$ cat config.mk
export PLATFORM = sky130hd
export DESIGN_NAME = addsub_pipe
export DESIGN_NICKNAME = d
export VERILOG_FILES = /design/src/rtl/addsub_pipe.sv
export SDC_FILE = /design/constraint.sdc
export NUM_CORES = 1
export LEC_CHECK = 0
export CORE_ASPECT_RATIO = 0.7
export CORE_MARGIN = 2
export CORE_UTILIZATION = 54
export DETAILED_ROUTE_END_ITERATION = 6
export PLACE_DENSITY = 0.8
export SYNTH_ARGS = -nofsm -noshare
export SYNTH_HDL_FRONTEND = slang
export SYNTH_SLANG_ARGS = --single-unit
$ cat constraint.sdc
create_clock -name clk -period 3.4 [get_ports clk]
set_clock_uncertainty 0.1 [all_clocks]
set_input_delay 0.85 -clock clk [delete_from_list [all_inputs] [get_ports clk]]
set_output_delay 0.85 -clock clk [all_outputs]
set_load 0.01 [all_outputs]
$ cat src/rtl/addsub_pipe.sv
`default_nettype none
// ============================================================================
// Module      : addsub_pipe
// Description : Pipelined two's-complement adder/subtractor on a Kogge-Stone
//               parallel-prefix carry network. Register ranks are spread
//               evenly across the prefix levels, and the last rank drives the
//               outputs. Results leave on a valid/ready stream. One global
//               enable (= in_ready) stalls every stage together.
// Ports       : clk, rst                  clock, synchronous active-high reset
//               in_valid/in_ready         operand stream handshake
//               in_a, in_b, in_sub        operands; in_sub=1 selects a-b
//               out_valid/out_ready       result stream handshake
//               out_sum                   result modulo 2^WIDTH
//               out_cout                  carry out (sub: 1 iff a >= b)
//               out_ovf                   signed overflow
//               out_zero                  out_sum == 0
// Revision    : 1.0  initial release
// ============================================================================
module addsub_pipe #(
   parameter int WIDTH  = 32,
   parameter int STAGES = 2
) (
   input  logic             clk,
   input  logic             rst,
   input  logic             in_valid,
   output logic             in_ready,
   input  logic [WIDTH-1:0] in_a,
   input  logic [WIDTH-1:0] in_b,
   input  logic             in_sub,
   output logic             out_valid,
   input  logic             out_ready,
   output logic [WIDTH-1:0] out_sum,
   output logic             out_cout,
   output logic             out_ovf,
   output logic             out_zero
);

   // Level 0 forms g/p. Levels 1..c_LEVELS are the prefix levels.
   localparam int c_LEVELS = $clog2(WIDTH);

   // Level 0 and the prefix levels form c_LEVELS+1 combinational steps. The
   // STAGES-1 internal ranks split these steps into near-equal groups. The
   // sum XOR and the output rank come after the last group.
   function automatic logic f_rank_after(input int lvl);
      logic hit;
      hit = 1'b0;
      for (int k = 1; k < STAGES; k++) begin
         if (((k * (c_LEVELS + 1)) / STAGES) - 1 == lvl) hit = 1'b1;
      end
      return hit;
   endfunction

   generate
      if (WIDTH < 8 || WIDTH > 64 || (WIDTH % 4) != 0) begin : g_bad_width
         $error("addsub_pipe: WIDTH must be 8..64 and a multiple of 4");
      end
      if (STAGES < 1 || STAGES > c_LEVELS + 1) begin : g_bad_stages
         $error("addsub_pipe: STAGES must be 1..ceil(log2(WIDTH))+1");
      end
   endgenerate

   logic w_en;

   // Combinational outputs of each level, before the optional rank.
   logic [c_LEVELS:0][WIDTH-1:0] w_g, w_p, w_pb;
   logic [c_LEVELS:0]            w_cin, w_v;
   // The same signals after the optional rank. The next level reads these.
   logic [c_LEVELS:0][WIDTH-1:0] w_gq, w_pq, w_pbq;
   logic [c_LEVELS:0]            w_cinq, w_vq;

   // ---------------------------------------------------------------- level 0
   logic [WIDTH-1:0] w_bx, w_g0, w_p0;

   assign w_bx = in_b ^ {WIDTH{in_sub}};
   assign w_g0 = in_a & w_bx;
   assign w_p0 = in_a ^ w_bx;

   // Fold the carry-in (the +1 of subtraction) into bit 0's generate. The
   // bit-0 group then no longer depends on anything below it. P[0] is forced
   // to 0, so higher groups that reach bit 0 stop propagating.
   assign w_g[0]   = {w_g0[WIDTH-1:1], w_g0[0] | (w_p0[0] & in_sub)};
   assign w_p[0]   = {w_p0[WIDTH-1:1], 1'b0};
   assign w_pb[0]  = w_p0;
   assign w_cin[0] = in_sub;
   assign w_v[0]   = in_valid;

   // ------------------------------------------------------- prefix levels
   generate
      for (genvar l = 1; l <= c_LEVELS; l++) begin : g_level
         localparam int c_DIST = 1 << (l - 1);
         for (genvar i = 0; i < WIDTH; i++) begin : g_bit
            if (i >= c_DIST) begin : g_merge
               assign w_g[l][i] = w_gq[l-1][i] | (w_pq[l-1][i] & w_gq[l-1][i-c_DIST]);
               assign w_p[l][i] = w_pq[l-1][i] & w_pq[l-1][i-c_DIST];
            end else begin : g_pass
               assign w_g[l][i] = w_gq[l-1][i];
               assign w_p[l][i] = w_pq[l-1][i];
            end
         end
         assign w_pb[l]  = w_pbq[l-1];
         assign w_cin[l] = w_cinq[l-1];
         assign w_v[l]   = w_vq[l-1];
      end
   endgenerate

   // -------------------------------------------------------- internal ranks
   generate
      for (genvar l = 0; l <= c_LEVELS; l++) begin : g_rank
         if (f_rank_after(l)) begin : g_reg
            logic [WIDTH-1:0] r_g, r_p, r_pb;
            logic             r_cin, r_v;

            always_ff @(posedge clk) begin
               if (rst) begin
                  r_v   <= 1'b0;
                  r_g   <= '0;
                  r_p   <= '0;
                  r_pb  <= '0;
                  r_cin <= 1'b0;
               end else if (w_en) begin
                  r_v <= w_v[l];
                  // Data is only captured for real beats. A bubble leaves
                  // the previous contents in place.
                  if (w_v[l]) begin
                     r_g   <= w_g[l];
                     r_p   <= w_p[l];
                     r_pb  <= w_pb[l];
                     r_cin <= w_cin[l];
                  end
               end
            end

            assign w_gq[l]   = r_g;
            assign w_pq[l]   = r_p;
            assign w_pbq[l]  = r_pb;
            assign w_cinq[l] = r_cin;
            assign w_vq[l]   = r_v;
         end else begin : g_wire
            assign w_gq[l]   = w_g[l];
            assign w_pq[l]   = w_p[l];
            assign w_pbq[l]  = w_pb[l];
            assign w_cinq[l] = w_cin[l];
            assign w_vq[l]   = w_v[l];
         end
      end
   endgenerate

   // ----------------------------------------------------- sum and output rank
   // After the last level, G[i] is the carry into bit i+1.
   logic [WIDTH:0]   w_c;
   logic [WIDTH-1:0] w_sum;
   logic             w_cout, w_ovf, w_zero;
   logic             w_unused;

   assign w_c    = {w_gq[c_LEVELS], w_cinq[c_LEVELS]};
   assign w_sum  = w_pbq[c_LEVELS] ^ w_c[WIDTH-1:0];
   assign w_cout = w_c[WIDTH];
   assign w_ovf  = w_c[WIDTH] ^ w_c[WIDTH-1];
   assign w_zero = (w_sum == '0);

   // The group propagate is not needed after the final level.
   assign w_unused = ^w_pq[c_LEVELS];

   logic [WIDTH-1:0] r_sum;
   logic             r_cout, r_ovf, r_zero, r_out_valid;

   always_ff @(posedge clk) begin
      if (rst) begin
         r_out_valid <= 1'b0;
         r_sum       <= '0;
         r_cout      <= 1'b0;
         r_ovf       <= 1'b0;
         r_zero      <= 1'b1;   // consistent with the cleared sum
      end else if (w_en) begin
         r_out_valid <= w_vq[c_LEVELS];
         if (w_vq[c_LEVELS]) begin
            r_sum  <= w_sum;
            r_cout <= w_cout;
            r_ovf  <= w_ovf;
            r_zero <= w_zero;
         end
      end
   end

   // The whole pipe advances together, so a stall is a single enable.
   assign in_ready  = !r_out_valid || out_ready;
   assign w_en      = in_ready;

   assign out_valid = r_out_valid;
   assign out_sum   = r_sum;
   assign out_cout  = r_cout;
   assign out_ovf   = r_ovf;
   assign out_zero  = r_zero;

endmodule
`default_nettype wire

==> results of run 1 <==
-- cell families (layout without fill, tap and decap cells) --
| group | after synthesis | count (layout) | synth area share (%) |
|---|---|---|---|
| and+or+nand+nor | 326 | 326 | 21.3 |
| adders and majority gates | 31 | 31 | 5.91 |
| AOI/OAI and AO/OA | 242 | 242 | 22.1 |
| DFF | 130 | 130 | 39.6 |
| xor gates and xnor gates | 57 | 57 | 7.60 |
| muxes | 2 | 2 | 0.324 |
| buffers and inverters | 54 | 156 | 3.09 |
-- cells in the final DEF (no fill, tap or decap), types with 2 or more instances in the layout --
master           netlist  routed
nand2_1              133     132
dfxtp_1              130     130
a21oi_1              128     128
nor2_1               106     106
clkdlybuf4s50_1        0     103
nor3_1                41      41
xor2_1                39      39
ha_1                  31      31
a211oi_1              24      24
o21ai_0               19      19
nor2b_1               18      18
xnor2_1               18      18
clkbuf_16              0      17
o21ai_1               16      16
o211ai_1              15      15
inv_1                  9       9
bufinv_16              0       8
nand3_1                7       7
buf_12                 0       6
a21o_1                 5       5
o2111ai_1              5       5
buf_4                  0       5
and3_1                 4       4
a221oi_1               3       3
a31oi_1                3       3
a211o_1                3       3
o21a_1                 3       3
nand4_1                3       3
nor3b_1                3       3
o22ai_1                3       3
nor4_1                 3       3
clkinv_4               0       3
o31ai_1                2       2
a2111o_1               2       2
o21bai_1               2       2
o211a_1                2       2
a22oi_1                2       2
and4_1                 2       2
-- critical path, stage by stage --
cell and delay (ns):
clkdlybuf4s50_1 0.40, nor2b_1 0.26, inv_2 0.12, clkdlybuf4s50_1 0.50
-- final timing paths --
path | startpoint | endpoint | slack [ns] | cells after the start
setup / recovery | out_ready | in_ready | 0.32 | 4
hold / removal | out_sum[15] | out_sum[15] | 0.35 | 2
setup reg to reg | g_rank[2].g_reg.r_g[1] | out_zero | 1.07 | 7
hold reg to reg | out_sum[15] | out_sum[15] | 0.35 | 2
-- layer usage --
layer	up-vias	part of all wire (%)	global-route usage (%)	wire length [um]
met5	-	0	0	0
met4	0	1.4	8.77	255
met3	26	10	8.32	1890
met2	317	42	42.9	7580
met1	2973	47	41.2	8510
li1	3132	-	-	-
-- flip-flops by register name (all words and copies together) (netlist names) --
register / flops
g_rank.g_reg.r_v: 1
g_rank.g_reg.r_cin: 1
g_rank.g_reg.r_g: 32
out_cout: 1
out_valid: 1
g_rank.g_reg.r_p: 28
g_rank.g_reg.r_pb: 32
out_zero: 1
out_ovf: 1
out_sum: 32
-- power groups by stage --
stage	clock network (mW)	registers, mW	logic, mW
4_1_cts	2.23	1.73	0.920
3_5_place_dp	0	1.76	0.903
6_report	2.24	1.73	0.933
2_1_floorplan	0	1.74	0.578
5_1_grt	2.31	1.74	1.03
3_3_place_gp	0	1.76	0.890
-- synth_stat cells, types with 3 or more instances --
master | number | area share [%]
a211o_1 | 3 | 0.40
a211oi_1 | 24 | 2.7
a21o_1 | 5 | 0.57
a21oi_1 | 128 | 9.8
a221oi_1 | 3 | 0.40
a31oi_1 | 3 | 0.29
and3_1 | 4 | 0.38
buf_1 | 8 | 0.46
clkbuf_1 | 36 | 2.1
dfxtp_1 | 130 | 40
ha_1 | 31 | 5.9
inv_1 | 9 | 0.51
nand2_1 | 133 | 7.6
nand3_1 | 7 | 0.53
nand4_1 | 3 | 0.29
nor2_1 | 106 | 6.1
nor2b_1 | 18 | 1.7
nor3_1 | 41 | 3.1
nor3b_1 | 3 | 0.34
nor4_1 | 3 | 0.29
o2111ai_1 | 5 | 0.67
o211ai_1 | 15 | 1.7
o21a_1 | 3 | 0.34
o21ai_0 | 19 | 1.4
o21ai_1 | 16 | 1.2
o22ai_1 | 3 | 0.29
xnor2_1 | 18 | 2.4
xor2_1 | 39 | 5.2
-- cell type report --
type	instances	area, um^2
tap	157	196
multi-input combinational	658	3770
clock buffer	18	439
inverter	10	37.5
timing repair buffer	115	1190
sequential	130	2600
clock inverter	13	280
fill	939	3250
-- per-stage QoR --
| stage | setup slack, ns | hold slack, ns | power (mW) | util, % | instance area (um^2) |
|---|---|---|---|---|---|
| final | 0.317 | 0.353 | 4.91 | 72.4 | 8520 |
| after detailed placement | 0.324 | 0.347 | 2.66 | 66.3 | 7800 |
| after global routing | 0.220 | 0.370 | 5.08 | 72.4 | 8520 |
| after floorplan | 0.613 | 0.344 | 2.32 | - | 6570 |
| after global placement | 0.347 | 0.342 | 2.65 | 66.3 | 7800 |
| after CTS | 0.308 | 0.355 | 4.88 | 72.4 | 8520 |
==> results.py, run 1 <==
metrics = {
    "power": {
        "power.internal_mw": 3.58,
        "clkPwrFrac_pct": 45.6,
        "pwr-share-seq_pct": 35.3,
        "p_sw_mw": 1.33,
        "pwr_density_cell_nw_per_um2": 576,
        "combPwrFrac_pct": 19.0,
        "sw_frac_of_total_pct": 27.1,
        "power_leakage_nw": 3.28,
        "ir_worst_vdd_mv": 0.575,
    },
    "clock_network": {
        "clock_sinks": 130,
        "insertion_delay_ns": 0.42,
        "clkTransAtPathRegs_ns": 0.06,
        "cts_buffers": 17,
        "clockBufferDepth": 2,
        "cts_root_buf": "clkbuf_16",
        "cts_tree": "yes",
        "cts_resized": 0,
        "htree_levels": 4,
        "cts_setup_buffers": 0,
        "cts_hold_buf": 0,
    },
    "die": {
        "die_h_um": 96.3,
        "dieWidth_um": 136,
        "rows": 33,
        "core_area_um2": 11800,
        "initial_utilization_pct": 55.8,
        "top_level_ports": 106,
        "die_area_um2": 13100,
    },
    "setup_path": {
        "crit_type": "in -> out",
        "worstSetupStartpointType": "primary input",
        "crit_required_ns": 2.45,
        "cp.arrival_ns": 2.13,
        "crit_path_end_kind": "output pin",
        "crit_fanout": 5,
    },
    "place": {
        "port_buffers": 105,
        "gp_congestion": 0.903,
        "place_hpwl_mm": 12.9,
        "place_inst": 1070,
    },
    "sta": {
        "post-route-period-util_pct": 90.7,
        "slew_headroom_pct": 56.6,
        "fin_tns_setup_ns": 0,
        "grt_setup_unrepaired": "false",
        "hold_viol": 0,
        "slew_viol_final": 0,
        "setup_violations": 0,
        "period_needed_ns": 3.08,
        "fmax_mhz": 324,
        "worstMarginPinSlew_ns": 0.650,
    },
    "drt": {
        "vias": 6448,
        "viasPerCell": 5.86,
        "wl_mm": 18.2,
        "dr.pass1.iters": 5,
        "drc": 0,
        "drt_iter0_drc": 561,
        "wire_per_inst_um": 16.6,
        "ant_nets": 0,
    },
    "min_path": {
        "hold_path_class": "reg -> reg",
    },
    "yosys": {
        "ys_dominant_reg_cell": "dfxtp_1",
        "async_flop_share_pct": 0,
        "syn-num-nets": 942,
        "synth-seq-cells": 130,
        "netlist_area_um2": 6570,
        "avgSynthCellArea_um2": 7.80,
        "netlist_instances": 842,
        "synth_cell_type_count": 47,
        "synth_edf_count": 0,
        "yosysSeqAreaShare_pct": 39.6,
        "yosys_warnings": 0,
    },
    "run": {
        "maxCapViolCount": 0,
    },
    "finish": {
        "final_nets": 1032,
        "drive_above_1_share_pct": 5.40,
        "stdcell_count": 1101,
        "syn2layout_area_growth_pct": 29.7,
        "diodes": 0,
    },
    "grt": {
        "grt_pass1_vias": 5815,
        "grt_use_total_pct": 29.1,
        "grt_overflow": 0,
        "grt_max_degree": 78,
        "antenna_found_initial": 0,
        "grt_pass1_wl_mm": 29.3,
    },
    "outcome": {
        "status": "complete, no violations",
    },
}
Note: power is estimated with default switching activity, not from simulation.
==> run 2: changes to the inputs <==
- CORE_ASPECT_RATIO: 0.7 -> 1.2
- clock period: 3.4 -> 2.9 ns (I/O delays scaled with it)
==> run 2 against run 1 <==
Sequential share of layout area grew 0.17 points. Non-clock buffer count increased by 3. Final area shrank 0.54%. Combinational power up 17%. Worst setup slack lost 0.16 ns. Cell count is 0.73% higher. Clock power up 3%. Power is 11% higher.
==> results.py, run 2 (same netlist as run 1, synthesis figures left out) <==
metrics = {
    "setup_path": {
        "cp.arrival_ns": 1.92,
        "crit_top_cell": "clkdlybuf4s50_1",
        "crit_fanout": 4,
        "r2r-end": "out_zero",
        "crit_path_cell_trace": "clkdlybuf4s50_1 -> nor2b_1 -> inv_2 -> clkdlybuf4s50_1",
        "worstSetupStartpointType": "primary input",
        "critical-path-max-stage-delay_ns": 0.48,
        "crit_type": "in -> out",
        "timing.rr.start": "g_rank[2].g_reg.r_g[0]",
        "reg2reg_slack_ns": 0.72,
        "crit_path_end_kind": "output pin",
        "crit_required_ns": 2.08,
        "cpMaxStageDelayCell": "clkdlybuf4s50_1",
        "crit_start": "out_ready",
        "rr_worst_depth": 7,
    },
    "finish": {
        "fillers": 1004,
        "syn2layout_area_growth_pct": 29.0,
        "drive_above_1_share_pct": 5.80,
        "design_area_um2": 8470,
        "diodes": 0,
        "final_common_cell": "nand2_1",
        "post-route-util_pct": 70.6,
        "final_nets": 1035,
        "layout_common_cells": "nand2_1, dfxtp_1, a21oi_1, nor2_1, clkdlybuf4s50_1",
    },
    "grt": {
        "antenna_found_initial": 0,
        "grt_use_total_pct": 27.4,
        "grt_max_degree": 68,
        "grt_pass1_wl_mm": 29.0,
        "grt_overflow": 0,
        "grt_pass1_vias": 5985,
    },
    "sta": {
        "worstMarginPinSlew_ns": 0.592,
        "hold_viol": 0,
        "fmax_mhz": 364,
        "slew_viol_final": 0,
        "slew_headroom_pct": 60.6,
        "worst_slack_ns": 0.153,
        "period_needed_ns": 2.75,
        "fin_tns_setup_ns": 0,
        "grt_setup_unrepaired": "false",
        "setup_violations": 0,
        "post-route-period-util_pct": 94.7,
    },
    "outcome": {
        "status": "complete, no violations",
    },
    "drt": {
        "vias": 6476,
        "drt_iter0_drc": 489,
        "wl_mm": 17.5,
        "drc": 0,
        "viasPerCell": 5.84,
        "ant_nets": 0,
        "dr.pass1.iters": 5,
        "wire_per_inst_um": 15.8,
    },
    "die": {
        "dieWidth_um": 105,
        "top_level_ports": 106,
        "die_area_um2": 13100,
        "initial_utilization_pct": 54.7,
        "die_h_um": 125,
        "rows": 44,
        "core_area_um2": 12000,
    },
    "clock_network": {
        "clkTransAtPathRegs_ns": 0.06,
        "clockBufferDepth": 2,
        "cts_resized": 0,
        "htree_levels": 4,
        "cts_tree": "yes",
        "cts_hold_buf": 0,
        "insertion_delay_ns": 0.42,
        "cts_buffers": 17,
        "clock_sinks": 130,
        "cts_setup_buffers": 0,
        "cts_root_buf": "clkbuf_16",
    },
    "min_path": {
        "min_to": "out_sum[22]",
        "hold_path_class": "reg -> reg",
        "min_path_cells": 2,
        "hold_start": "out_sum[22]",
    },
    "place": {
        "dpl_cell_area_um2": 7830,
        "port_buffers": 105,
        "gp_congestion": 0.864,
        "dp_slack_ns": 0.151,
        "place_hpwl_mm": 12.5,
    },
    "run": {
        "maxCapViolCount": 0,
    },
    "power": {
        "power_leakage_nw": 3.25,
        "ir_worst_vdd_mv": 0.352,
        "total_power_mw": 5.42,
        "pwr_density_cell_nw_per_um2": 640,
    },
}
run 2: cell types whose count changed in the layout (fill, tap and decap cells not counted), sizes merged:
| cell | delta |
|---|---|
| bufinv | -4 |
| clkinvlp | +3 |
| clkbuf | +2 |
| buf | +3 |
run 2: per-stage QoR:
step / std cells / hold WS [ns]
floorplan: 842 / 0.344
CTS: 1109 / 0.355
finish: 1109 / 0.352
global route: 1109 / 0.369
detailed placement: 1077 / 0.347
global placement: 1077 / 0.342
run 2: final cells by class:
| cell class | count | area [um^2] | share of cell area (%) |
|---|---|---|---|
| Timing Repair Buffer | 118 | 1220 | 14.4 |
| Sequential cell | 130 | 2600 | 30.7 |
| Tap cell | 161 | 201 | 2.38 |
| Clock buffer | 20 | 467 | 5.51 |
| Clock inverter | 12 | 179 | 2.11 |
| Multi-Input combinational cell | 658 | 3770 | 44.5 |
| Inverter | 10 | 37.5 | 0.443 |
run 2: worst max path at each step:
stage	endpoint	slack, ns	cells past startpoint
2_1_floorplan	g_rank[2].g_reg.r_g[3]	0.24	9
3_3_place_gp	in_ready	0.17	4
3_5_place_dp	in_ready	0.15	4
4_1_cts	in_ready	0.15	4
5_1_grt	in_ready	0.05	4
6_report	in_ready	0.15	4
run 2: worst max-delay path, delay by kind of cell:
| kind | cells | cell delay (ns) |
|---|---|---|
| buffers and inverters | 3 | 0.94 |
| and+or+nand+nor | 1 | 0.26 |
run 2: report_power, final:
group / internal (mW) / switching, mW / total (mW)
Sequential: 1.91 / 0.113 / 2.03
Clock: 1.51 / 0.803 / 2.31
Combinational: 0.475 / 0.611 / 1.09
run 2: per-layer routing:
metal	wire length, um	vias to the layer above	GRT usage [%]
met3	1120	40	5.91
li1	-	3147	-
met2	8410	245	45.4
met5	0	-	0
met4	444	0	9.96
met1	7510	3044	35.0
==> run 3: changes to the inputs <==
==> constraint.sdc (replaced) <==
create_clock -name clk -period 2.9 [get_ports clk]
set_clock_uncertainty 0.1 [all_clocks]
set_input_delay 0.58 -clock clk [delete_from_list [all_inputs] [get_ports clk]]
set_output_delay 0.58 -clock clk [all_outputs]
set_load 0.01 [all_outputs]
==> run 3 against run 2 <==
Final area shrank 0.16%. Non-clock buffer count shrank 1. Die area is the same. Clock power shrank 3%. Register-to-register slack lost 0.03 ns. Global-route usage grew 0.11 points. Count of clock-buffer cells in the layout shrank 2. Worst setup slack gained 0.21 ns.
==> results.py, run 3 (same netlist as run 1, synthesis figures left out) <==
metrics = {
    "outcome": {
        "status": "complete, no violations",
    },
    "die": {
        "rows": 44,
        "initial_utilization_pct": 54.7,
        "die_h_um": 125,
        "die_area_um2": 13100,
        "top_level_ports": 106,
        "core_area_um2": 12000,
        "dieWidth_um": 105,
    },
    "drt": {
        "wl_mm": 17.6,
        "dr.pass1.iters": 5,
        "ant_nets": 0,
        "vias": 6356,
        "drc": 0,
        "drt_iter0_drc": 538,
        "wire_per_inst_um": 15.9,
        "viasPerCell": 5.74,
    },
    "grt": {
        "grt_use_total_pct": 27.5,
        "antenna_found_initial": 0,
        "grt_pass1_wl_mm": 29.2,
        "grt_max_degree": 48,
        "grt_overflow": 0,
        "grt_pass1_vias": 6014,
    },
    "sta": {
        "slew_headroom_pct": 48.1,
        "period_needed_ns": 2.54,
        "post-route-period-util_pct": 87.4,
        "grt_setup_unrepaired": "false",
        "slew_viol_final": 0,
        "hold_viol": 0,
        "fmax_mhz": 394,
        "fin_tns_setup_ns": 0,
        "setup_violations": 0,
        "worst_slack_ns": 0.364,
        "worstMarginPinSlew_ns": 0.776,
    },
    "place": {
        "port_buffers": 105,
        "dp_slack_ns": 0.359,
        "place_hpwl_mm": 12.5,
        "gp_congestion": 0.862,
    },
    "setup_path": {
        "critical-path-max-stage-delay_ns": 0.49,
        "crit_path_cell_trace": "clkdlybuf4s50_1 -> nor2b_1 -> inv_2 -> clkdlybuf4s50_1",
        "crit_top_cell": "clkdlybuf4s50_1",
        "crit_fanout": 5,
        "crit_path_end_kind": "output pin",
        "crit_required_ns": 2.22,
        "worstSetupStartpointType": "primary input",
        "cpMaxStageDelayCell": "clkdlybuf4s50_1",
        "crit_type": "in -> out",
        "cp.arrival_ns": 1.86,
    },
    "finish": {
        "fillers": 1027,
        "layout_common_cells": "nand2_1, dfxtp_1, a21oi_1, nor2_1, clkdlybuf4s50_1",
        "ff_latch_area_um2": 2600,
        "final_nets": 1034,
        "final_common_cell": "nand2_1",
        "syn2layout_area_growth_pct": 28.8,
        "drive_above_1_share_pct": 5.70,
        "diodes": 0,
        "multi_input_area_um2": 3770,
    },
    "min_path": {
        "hold_path_class": "reg -> reg",
    },
    "clock_network": {
        "cts_hold_buf": 0,
        "clockBufferDepth": 2,
        "cts_buffers": 17,
        "cts_root_buf": "clkbuf_16",
        "clkTransAtPathRegs_ns": 0.05,
        "cts_tree": "yes",
        "cts_resized": 0,
        "cts_setup_buffers": 0,
        "htree_levels": 4,
        "insertion_delay_ns": 0.41,
        "clock_sinks": 130,
    },
    "power": {
        "power_leakage_nw": 3.24,
        "ir_worst_vdd_mv": 0.446,
        "pwr_density_cell_nw_per_um2": 633,
    },
    "run": {
        "maxCapViolCount": 0,
    },
}
## run 3: path summary, 6_finish.rpt
check / startpoint / to / slack (ns) / cells past startpoint
hold reg to reg: out_sum[16] / out_sum[16] / 0.36 / 2
setup / recovery: out_ready / in_ready / 0.36 / 4
hold / removal: out_sum[16] / out_sum[16] / 0.36 / 2
setup reg to reg: g_rank[2].g_reg.r_g[0] / out_zero / 0.69 / 7
## run 3: power breakdown
| group | leakage, nW | internal, mW | switching (mW) |
|---|---|---|---|
| Clock | 0.298 | 1.45 | 0.793 |
| Sequential | 1.07 | 1.91 | 0.112 |
| Combinational | 1.87 | 0.477 | 0.609 |
## run 3: routing by layer
layer  share of wire [%]  global-route usage, %  up-vias
met3                 6.7                   5.86       32
li1                    -                      -     3146
met1                  43                   35.1     2944
met4                 2.4                   9.18        0
met5                   0                      0        -
met2                  48                   46.0      234
## run 3: metrics by stage
step                      cells  utilization (%)  cell area [um^2]  total power, mW  hold slack (ns)
after CTS                  1108             70.5              8460             5.36            0.357
after floorplan             842                -              6570             2.72            0.344
after detailed placement   1076             65.3              7830             3.12            0.346
after global placement     1076             65.3              7830             3.11            0.342
after global routing       1108             70.5              8460             5.58            0.383
final                      1108             70.5              8460             5.36            0.358
## run 3: area by class of cell
type                    instances  share of cell area [%]
clock buffers                  18                    5.19
clock inverters                14                    2.22
inverters                      10                   0.444
multi-input cells             658                    44.6
flip-flops and latches        130                    30.8
well taps                     161                    2.38
repair buffers                117                    14.4
## run 3: critical path: cells and delay by family
family                 cells  cell delay, ns
buffers and inverters      3            1.00
and+or+nand+nor            1            0.27
